==> config.mk <==
export PLATFORM = sky130hd
export DESIGN_NAME = cpu_sequencer
export DESIGN_NICKNAME = d
export VERILOG_FILES = /design/src/rtl/cpu_sequencer.sv
export SDC_FILE = /design/constraint.sdc
export NUM_CORES = 1
export LEC_CHECK = 0
export BUFFER_PORTS_ARGS = -buffer_cell sky130_fd_sc_hd__buf_2
export CORE_ASPECT_RATIO = 1.25
export CORE_MARGIN = 5
export CORE_UTILIZATION = 50
export CTS_CLUSTER_DIAMETER = 40
export DETAILED_ROUTE_END_ITERATION = 8
export HOLD_SLACK_MARGIN = 0.12
export PLACE_DENSITY = 0.93
export SYNTH_ARGS = -nofsm -noshare
export SYNTH_HDL_FRONTEND = slang
export SYNTH_SLANG_ARGS = --single-unit
==> constraint.sdc <==
create_clock -name clk -period 4.3 [get_ports clk]
set_input_delay 0.215 -clock clk [delete_from_list [all_inputs] [get_ports clk]]
set_output_delay 0.215 -clock clk [all_outputs]
set_load 0.02 [all_outputs]
==> src/rtl/cpu_sequencer.sv <==
// cpu_sequencer: two-byte fetch / decode / execute / write-back sequencer for a tiny CPU.
// Define TINY_CPU_SINGLE_STEP_EN to add step_in for single-instruction stepping from IDLE.
module cpu_sequencer (
  input  logic        clk,
  input  logic        rst_n,
  input  logic        run_in,
`ifdef TINY_CPU_SINGLE_STEP_EN
  input  logic        step_in,
`endif
  output logic        mem_req_out,
  output logic [8:0]  mem_addr_out,
  input  logic        mem_ack_in,
  input  logic [7:0]  mem_rdata_in,
  output logic [15:0] inst_out,
  input  logic [1:0]  inst_type_in,
  input  logic        cond_en_in,
  input  logic [7:0]  imm_in,
  input  logic        flag_z_in,
  output logic        reg_we_out,
  output logic [7:0]  pc_out,
  output logic        halted_out
);
  typedef enum logic [2:0] {IDLE, FETCH_HI, FETCH_LO, DECODE, EXEC, WB} state_t;
  state_t      r_state, w_next;
  logic [7:0]  r_pc;
  logic [15:0] r_inst;
  logic        r_skip;
  logic        w_go, w_jump, w_wb, w_end;
`ifdef TINY_CPU_SINGLE_STEP_EN
  assign w_go = run_in | step_in;
`else
  assign w_go = run_in;
`endif
  assign w_jump = inst_type_in == 2'b11 && !r_skip;
  assign w_wb   = !inst_type_in[1] && !r_skip;
  // A stepped instruction returns to IDLE because run_in is low when it ends.
  assign w_end  = run_in;
  always_comb begin
    w_next = r_state;
    case (r_state)
      IDLE:     w_next = w_go ? FETCH_HI : IDLE;
      FETCH_HI: w_next = mem_ack_in ? FETCH_LO : FETCH_HI;
      FETCH_LO: w_next = mem_ack_in ? DECODE : FETCH_LO;
      DECODE:   w_next = EXEC;
      EXEC:     w_next = w_wb ? WB : (w_end ? FETCH_HI : IDLE);
      WB:       w_next = w_end ? FETCH_HI : IDLE;
      default:  w_next = IDLE;
    endcase
  end
  always_ff @(posedge clk or negedge rst_n) begin
    if (!rst_n) begin
      r_state <= IDLE;
      r_pc    <= 8'h00;
      r_inst  <= 16'h0000;
      r_skip  <= 1'b0;
    end else begin
      r_state <= w_next;
      if (r_state == FETCH_HI && mem_ack_in) r_inst[15:8] <= mem_rdata_in;
      if (r_state == FETCH_LO && mem_ack_in) r_inst[7:0] <= mem_rdata_in;
      if (r_state == DECODE) r_skip <= cond_en_in & ~flag_z_in;
      if (r_state == EXEC) r_pc <= w_jump ? imm_in : r_pc + 8'd1;
    end
  end
  assign mem_req_out  = r_state == FETCH_HI || r_state == FETCH_LO;
  assign mem_addr_out = {r_pc, r_state == FETCH_LO};
  assign inst_out     = r_inst;
  assign reg_we_out   = r_state == WB;
  assign pc_out       = r_pc;
  assign halted_out   = r_state == IDLE;
endmodule

Word-level counts from Yosys, hierarchy flattened
Cells that the tools add are included.
- bits in registers: 28
- input port bits: 24
- output and inout bits: 36
- logic and storage cells: 29
- add/sub/neg operators: 1
- eq/ne operators: 6
- muxes and demuxes: 6
- bitwise gates (word level): 2
- reductions and logical operators: 9
- operator list (operator ; number):
    3-bit case mux with 5 select lines ; 1
    8-bit by 1-bit adder with 8-bit output (second input constant) ; 1
    8-bit 2-to-1 mux ; 1
    3-bit by 2-bit equality test with 1-bit output (second input constant) ; 2
    3-bit equality test (second input constant) ; 2
    1-bit logical AND ; 4
    3-bit by 1-bit equality test with 1-bit output (second input constant) ; 1
    3-bit zero test ; 1
    3-bit 2-to-1 mux ; 1
    2-bit equality test (second input constant) ; 1
    1-bit zero test ; 2
    1-bit 2-to-1 mux ; 2
    2-bit 2-to-1 mux ; 1
    2-bit OR reduction ; 1
    1-bit AND ; 1
    1-bit logical OR ; 1
    1-bit NOT ; 1

Depth between registers and ports, before layout
Gate-level depths: netlist (run 1).
- depth after elaboration: 4
- depth in mapped cells: 6
- depth with buffers taken out: 5

Worst setup path after synthesis (run 1)
Ideal clock, no wire load.
- path kind: register to register
- start point: reg r_state[2]
- end point: reg r_inst[1] (netlist: inst_out[1])
- arrival time: 1540 ps
- required time: 4175 ps
- setup slack: 2635 ps
- stages on the path, launching flop included: 6
- path buffers: 2
- period minus slack after synthesis: 1665 ps
- path through: dfrtp_1 > buf_2 > nor3_2 > and2_1 > buf_4 > mux2_2
- word-level cells in the longest chain between the ends: 2
- ends and longest elaborated chain (what ; RTL line ; RTL):
    start, declared ; 24 ; state_t r_state, w_next;
    start signal, assigned ; 57 ; r_state <= w_next;
    3-bit by 2-bit equality test with 1-bit output ; n/a ;
    named net mem_addr_out[0] ; 11 ; output logic [8:0] mem_addr_out,
    1-bit logical AND ; 59 ; if (r_state == FETCH_LO && mem_ack_in) r_inst[7:0] <= mem_rdata_in;
    end signal, assigned ; 59 ;
    end, declared ; 26 ; logic [15:0] r_inst;
The timed path passes the listed nets, and every way through them passes these cells.
A chain may end at the register's enable or synchronous reset.

Worst setup path in the final report (run 1)
- start point: reg r_state[1]
- end point: reg r_inst[5] (netlist: inst_out[5])
- word-level cells in the longest chain between the ends: 2
- ends and longest elaborated chain (what ; RTL line):
    3-bit by 2-bit equality test with 1-bit output ; 59
    1-bit logical AND ; 59
Every way passes these cells.

==> run_results.csv, run 1 <==
group,metric,value,unit
outcome,outcome,"finished clean",
synth,synthArstFlopShare,100,%
sta,totalNegativeSetupSlack,0,ns
grt,grt_pass1_wl,5.33,mm
clock_tree,clk_path_buf_depth,2,
pwr,pwr-share-clk,9.4,%
final_layout,nNetsFinal,208,
pwr,swShare,45.9,%
grt,antenna_found_initial,0,
drt,via_per_inst,5.38,
critical_path,path_max_fanout,8,
hold_path,hold_path.class,"in2reg",
placed_design,dpl.cell_count,204,
placed_design,dp_hpwl,2.39,mm
critical_path,cp.required,4.52,ns
floorplanning,die_y,69.1,um
sta,rsz0062_at_grt,"false",
placed_design,gp_congestion,0.795,
final_layout,multi_input_area,573,sq um
floorplanning,die_area,3960,sq um
sta,layout_setup_ws,2.62,ns
sta,setup_viol,0,
drt,route.detailed.drc,0,
critical_path,crit_path_start_kind,"flop",
drt,firstDrtPassIters,4,
final_layout,finish.utilization,64.8,%
pwr,p_sw,0.614,mW
critical_path,crit-reg2reg-capture,"inst_out[5]",
synth,synth.avg_cell_area,11.0,sq um
sta,min_period_over_period,39.0,%
drt,wl,3.17,mm
clock_tree,worstSkewPairLatency,0.32,ns
clock_tree,htreeDepth,1,
clock_tree,clockRootBuffer,"clkbuf_4",
synth,synthesis.instances,127,
synth,ys_warn_count,0,
synth,synth_top_area_share,50.2,%
floorplanning,ios,60,
clock_tree,tritoncts,"yes",
synth,synth_common_cells,"dfrtp_1 (28), mux2_2 (14), a21oi_1 (13), buf_4 (9), o21ai_0 (9)",
synth,synth_top_area_cell,"dfrtp_1",
hold_path,hp-start,"mem_rdata_in[4]",
sta,relSlewSlack,55.7,%
critical_path,crit_chain,"inv_2 > nor3_2 > and2_1 > mux2_2",
pwr,ir_drop,0.433,mV
pwr,seqPwrFrac,38.8,%
critical_path,slowest_stage,"dfrtp_1",
synth,synth_flop_cell,"dfrtp_1",
synth,synth-edff-count,0,
drt,first_iter_violations,33,
final_layout,regArea,701,sq um
critical_path,cp_data_arrival_time,1.90,ns
synth,synth_most_common_cell,"dfrtp_1",
final_layout,n_fill_cell,226,
hold_path,holdPathEnd,"inst_out[4]",
job,max_cap_violations,0,
clock_tree,clkSinkCount,28,
sta,maxSlewViolCount,0,
critical_path,worstSetupEndpointType,"flop",
clock_tree,clk_pin_slew,0.14,ns
floorplanning,die_w,57.3,um
critical_path,rrSetupSlack,2.62,ns
critical_path,reg2reg_depth,4,
grt,grt_pass1_vias,1233,
final_layout,antenna_cells,0,
hold_path,whs_path_depth,2,
sta,max_clock_freq,597,MHz
synth,ys_types,33,
critical_path,crit_family,"simple AND/OR/NAND/NOR gates",
pwr,p_int,0.724,mW
clock_tree,cts_buffers,3,
drt,via_count,1163,
synth,syn_area,1400,sq um
placed_design,pre_cts_ws,2.63,ns
final_layout,final_cells,216,
synth,yosysSeqAreaShare,50.2,%
final_layout,syn_to_final_growth,24.3,%
synth,syn_nets,152,
drt,routedWlPerCell,14.7,um
grt,grt.total_usage,16.5,%
pwr,power.density,771,nW/um^2
sta,fin_crit,1.68,ns
final_layout,drive_gt1_share,46.2,%
drt,ant_nets,0,
pwr,leakagePower,0.837,nW
synth,synth_seq_cells,28,
floorplanning,core,2680,sq um
sta,hold_slack,0.147,ns
sta,skew,0.00495,ns
grt,grt_max_degree,29,
pwr,combPwrFrac,51.8,%
critical_path,critPathBufInv,1,
grt,overflow,0,
floorplanning,initial_core_util,52.1,%
critical_path,max_stage_delay,0.52,ns
synth,synth.area.top_cells,"dfrtp_1 (50%), mux2_2 (11%), buf_4 (4.8%), a21oi_1 (4.7%), o21ai_0 (3.2%)",
placed_design,portBuffers,59,
floorplanning,num_rows,21,
sta,hold_viol_final,0,
critical_path,r2r-start,"r_state[1]",
sta,worst_pin_slew,0.662,ns
critical_path,crit_type,"reg2reg",
==> per-layer routing <==
layer  track usage [%]  vias up  routed length, um
li1                  -      553                  -
met1              18.4      554               1270
met2              29.7       54               1560
met3              5.78        2                325
met4              3.09        0                 13
met5                 0        -                  0
==> registers in the layout, indices dropped and copies added, names as in the netlist <==
register	cells
r_skip	1
inst_out	16
pc_out	8
r_state	3
==> how the worst max path moves through the flow <==
stage	start	end	depth (start not counted)
after floorplan	r_state[2]	inst_out[1]	5
after global placement	r_state[1]	inst_out[1]	4
after detailed placement	r_state[1]	inst_out[5]	4
after CTS	r_state[1]	inst_out[5]	4
after global routing	r_state[1]	inst_out[7]	4
final	r_state[1]	inst_out[5]	4
==> what timing repair did <==
item	in CTS	in global routing
hold endpoints to repair	35	1
gates resized for setup	0	0
endpoints found under the setup margin	0	0
hold buffers	7	1
setup buffers	0	0
==> placed cells by master (no fill, tap or decap), types with 2 or more instances in the layout <==
cell type,instances
nand3_1,5
o21ai_0,9
buf_2,59
o22ai_1,2
nand4_1,2
nand2b_1,3
nand2_1,7
nor3_1,3
clkbuf_4,3
mux2_2,14
dlygate4sd3_1,8
mux2_1,2
nand3b_1,2
nor2_1,4
dfrtp_1,28
a21oi_1,13
==> metrics by stage <==
stage | total power [mW] | cell area, sq um
after CTS | 1.35 | 1730
after floorplan | 1.04 | 1400
final | 1.34 | 1740
after detailed placement | 1.22 | 1620
after global routing | 1.44 | 1740
after global placement | 1.19 | 1620
==> power by group through the flow <==
| stage | logic, mW | clock network, mW | registers, mW |
|---|---|---|---|
| 6_report | 0.693 | 0.126 | 0.519 |
| 3_3_place_gp | 0.673 | 0 | 0.517 |
| 4_1_cts | 0.700 | 0.131 | 0.520 |
| 3_5_place_dp | 0.695 | 0 | 0.524 |
| 5_1_grt | 0.749 | 0.145 | 0.544 |
| 2_1_floorplan | 0.416 | 0 | 0.623 |
==> logic make-up (layout without fill, tap and decap cells) <==
family | after synthesis | in the layout | synth area share (%)
buffers and inverters | 18 | 73 | 8.78
adders and majority gates | 1 | 1 | 0.896
and+or+nand+nor | 34 | 34 | 14.4
xor gates and xnor gates | 1 | 1 | 0.627
AOI/OAI and AO/OA | 28 | 28 | 11.5
muxes | 17 | 17 | 13.6
DFF | 28 | 28 | 50.2
==> layout make-up <==
type	count	area share [%]
Sequential cell	28	40.4
Multi-Input combinational cell	81	33.0
Timing Repair Buffer	67	21.6
Tap cell	34	2.45
Clock buffer	4	2.09
Inverter	2	0.433
(Power assumes the default switching activity.)
==> inputs of run 2 (changes only) <==
- ABC_AREA: default -> 1
- CORE_UTILIZATION: 50 -> 48
- PLACE_DENSITY: 0.93 -> 0.89
- clock period: 4.3 -> 1.6 ns (I/O delays scaled with it)
==> run 2 against run 1 <==
  * Total power increased to 2.8 times the previous value
  * Wire length increased by 7.6%
  * Sequential cell count unchanged
  * Highest routed layer is now met3
  * Largest power group unchanged
  * Critical path type is now reg2out
==> run_results.csv, run 2 <==
group,metric,value,unit
outcome,outcome,"finished clean",
sta,min_period_over_period,91.1,%
placed_design,dp_hpwl,2.49,mm
synth,syn_nets,201,
clock_tree,clk_pin_slew,0.14,ns
job,max_cap_violations,0,
synth,synth_seq_cells,28,
critical_path,reg2reg_depth,7,
drt,route.detailed.drc,0,
sta,max_clock_freq,686,MHz
sta,fin_crit,1.46,ns
synth,synth_flop_cell,"dfrtp_1",
final_layout,design_area,2000,sq um
final_layout,mostFrequentLayoutCell,"buf_2",
clock_tree,clk_path_buf_depth,2,
pwr,power.density,1850,nW/um^2
sta,maxSlewViolCount,0,
hold_path,hp-start,"inst_type_in[0]",
hold_path,whs_path_depth,5,
synth,ys_types,26,
clock_tree,worstSkewPairLatency,0.32,ns
floorplanning,initial_core_util,50.0,%
placed_design,portBuffers,59,
clock_tree,postCtsResizedCells,0,
placed_design,gp_congestion,0.856,
final_layout,final_cells,287,
sta,totalNegativeSetupSlack,0,ns
critical_path,worstSetupEndpointType,"output pin",
critical_path,r2r-start,"r_state[0]",
final_layout,antenna_cells,0,
sta,skew,0.00209,ns
sta,worst_pin_slew,0.621,ns
critical_path,crit_type,"reg2out",
synth,synth_top_area_cell,"dfrtp_1",
clock_tree,htreeDepth,1,
drt,firstDrtPassIters,4,
sta,setup_viol,0,
grt,grt_max_degree,29,
grt,antenna_found_initial,0,
final_layout,layout_common_cells,"buf_2 (59), nand2_1 (45), dfrtp_1 (28), dlygate4sd3_1 (22), inv_1 (19)",
floorplanning,num_rows,22,
floorplanning,die_area,4320,sq um
final_layout,syn_to_final_growth,34.8,%
synth,synth_most_common_cell,"nand2_1",
critical_path,cp.required,1.52,ns
hold_path,hold_path.class,"in2reg",
sta,hold_viol_final,0,
synth,synthesis.instances,176,
placed_design,pre_cts_ws,0.351,ns
drt,via_count,1373,
synth,yosysSeqAreaShare,47.1,%
drt,wl,3.42,mm
grt,overflow,0,
synth,synth_top_area_share,47.1,%
synth,synthArstFlopShare,100,%
sta,rsz0062_at_grt,"false",
clock_tree,clkSinkCount,28,
grt,grt.total_usage,17.5,%
synth,ys_warn_count,0,
critical_path,crit-reg2reg-capture,"r_state[0]",
critical_path,crit_path_start_kind,"flop",
hold_path,holdPathEnd,"pc_out[4]",
drt,via_per_inst,4.78,
final_layout,largest_reg_flops,16,
floorplanning,core,2970,sq um
pwr,leakagePower,1.08,nW
synth,synth_common_cells,"nand2_1 (45), dfrtp_1 (28), inv_1 (19), o21ai_2 (16), nor2_1 (15)",
floorplanning,ios,60,
grt,grt_pass1_wl,6.00,mm
sta,layout_setup_ws,0.142,ns
pwr,power,3.71,mW
synth,synth-edff-count,0,
clock_tree,cts_buffers,3,
drt,ant_nets,0,
final_layout,drive_gt1_share,35.9,%
sta,relSlewSlack,58.6,%
grt,grt_pass1_vias,1438,
clock_tree,cts_setup_buffers,0,
drt,routedWlPerCell,11.9,um
floorplanning,die_y,72.2,um
synth,synth.area.top_cells,"dfrtp_1 (47%), nand2_1 (11%), o21ai_2 (9.4%), inv_1 (4.8%), buf_4 (4.0%)",
final_layout,nNetsFinal,277,
critical_path,path_max_fanout,5,
synth,syn_area,1490,sq um
critical_path,cp_data_arrival_time,1.38,ns
drt,first_iter_violations,142,
pwr,ir_drop,1.28,mV
synth,synth.avg_cell_area,8.45,sq um
placed_design,dpl_cell_area,1750,sq um
clock_tree,clockRootBuffer,"clkbuf_4",
critical_path,rrSetupSlack,0.32,ns
clock_tree,ctsHoldBuffers,22,
clock_tree,tritoncts,"yes",
placed_design,dpl.cell_count,261,
floorplanning,die_w,59.8,um
run 2: logic make-up (layout without fill, tap and decap cells):
logic type                 count (synthesis)  after routing  share of synthesized area, %
and+or+nand+nor                           83             83                          25.8
buffers and inverters                     33            108                          11.4
AOI/OAI and AO/OA                         30             30                          14.1
DFF                                       28             28                          47.1
adders and majority gates                  1              1                         0.842
xor gates and xnor gates                   1              1                         0.589
run 2: stage by stage:
stage | util [%] | hold WS [ns]
after floorplan | - | -0.216
after CTS | 67.4 | 0.194
final | 67.4 | 0.201
after global routing | 67.4 | 0.202
after global placement | 58.8 | 0.127
after detailed placement | 58.8 | 0.139
run 2: cell type report:
| cell class | instances | area [sq um] |
|---|---|---|
| clock buffer | 4 | 36.3 |
| fill | 270 | 970 |
| timing repair buffer | 82 | 523 |
| sequential | 28 | 701 |
| multi-input combinational | 115 | 616 |
| tap | 36 | 45.0 |
| inverter | 22 | 82.6 |
run 2: routing by layer:
layer,vias up,routed length [um],track usage (%)
li1,699,-,-
met1,629,1320,20.7
met2,45,1820,32.7
met3,0,271,2.49
met4,0,0,3.69
met5,-,0,0
run 2: worst max-delay path: stages (launching register included):
cell and delay [ns]:
dfrtp_1 0.48, nor3_4 0.28, inv_1 0.08, nand2_1 0.06
buf_2 0.15
run 2: power breakdown:
| part | switching (mW) | internal [mW] | total (mW) |
|---|---|---|---|
| Combinational | 1.31 | 0.715 | 2.03 |
| Sequential | 0.314 | 1.03 | 1.35 |
| Clock | 0.200 | 0.139 | 0.339 |
| Total | 1.82 | 1.89 | 3.71 |
run 2: worst max path at each step:
stage / to / cells past startpoint / from / slack (ns)
2_1_floorplan: pc_out[6] / 6 / pc_out[1] / 0.30
3_3_place_gp: r_state[0] / 7 / r_state[0] / 0.37
3_5_place_dp: pc_out[3] / 6 / r_state[0] / 0.35
4_1_cts: mem_req_out / 4 / r_state[2] / 0.10
5_1_grt: mem_req_out / 4 / r_state[2] / 0.03
6_report: mem_req_out / 4 / r_state[2] / 0.14
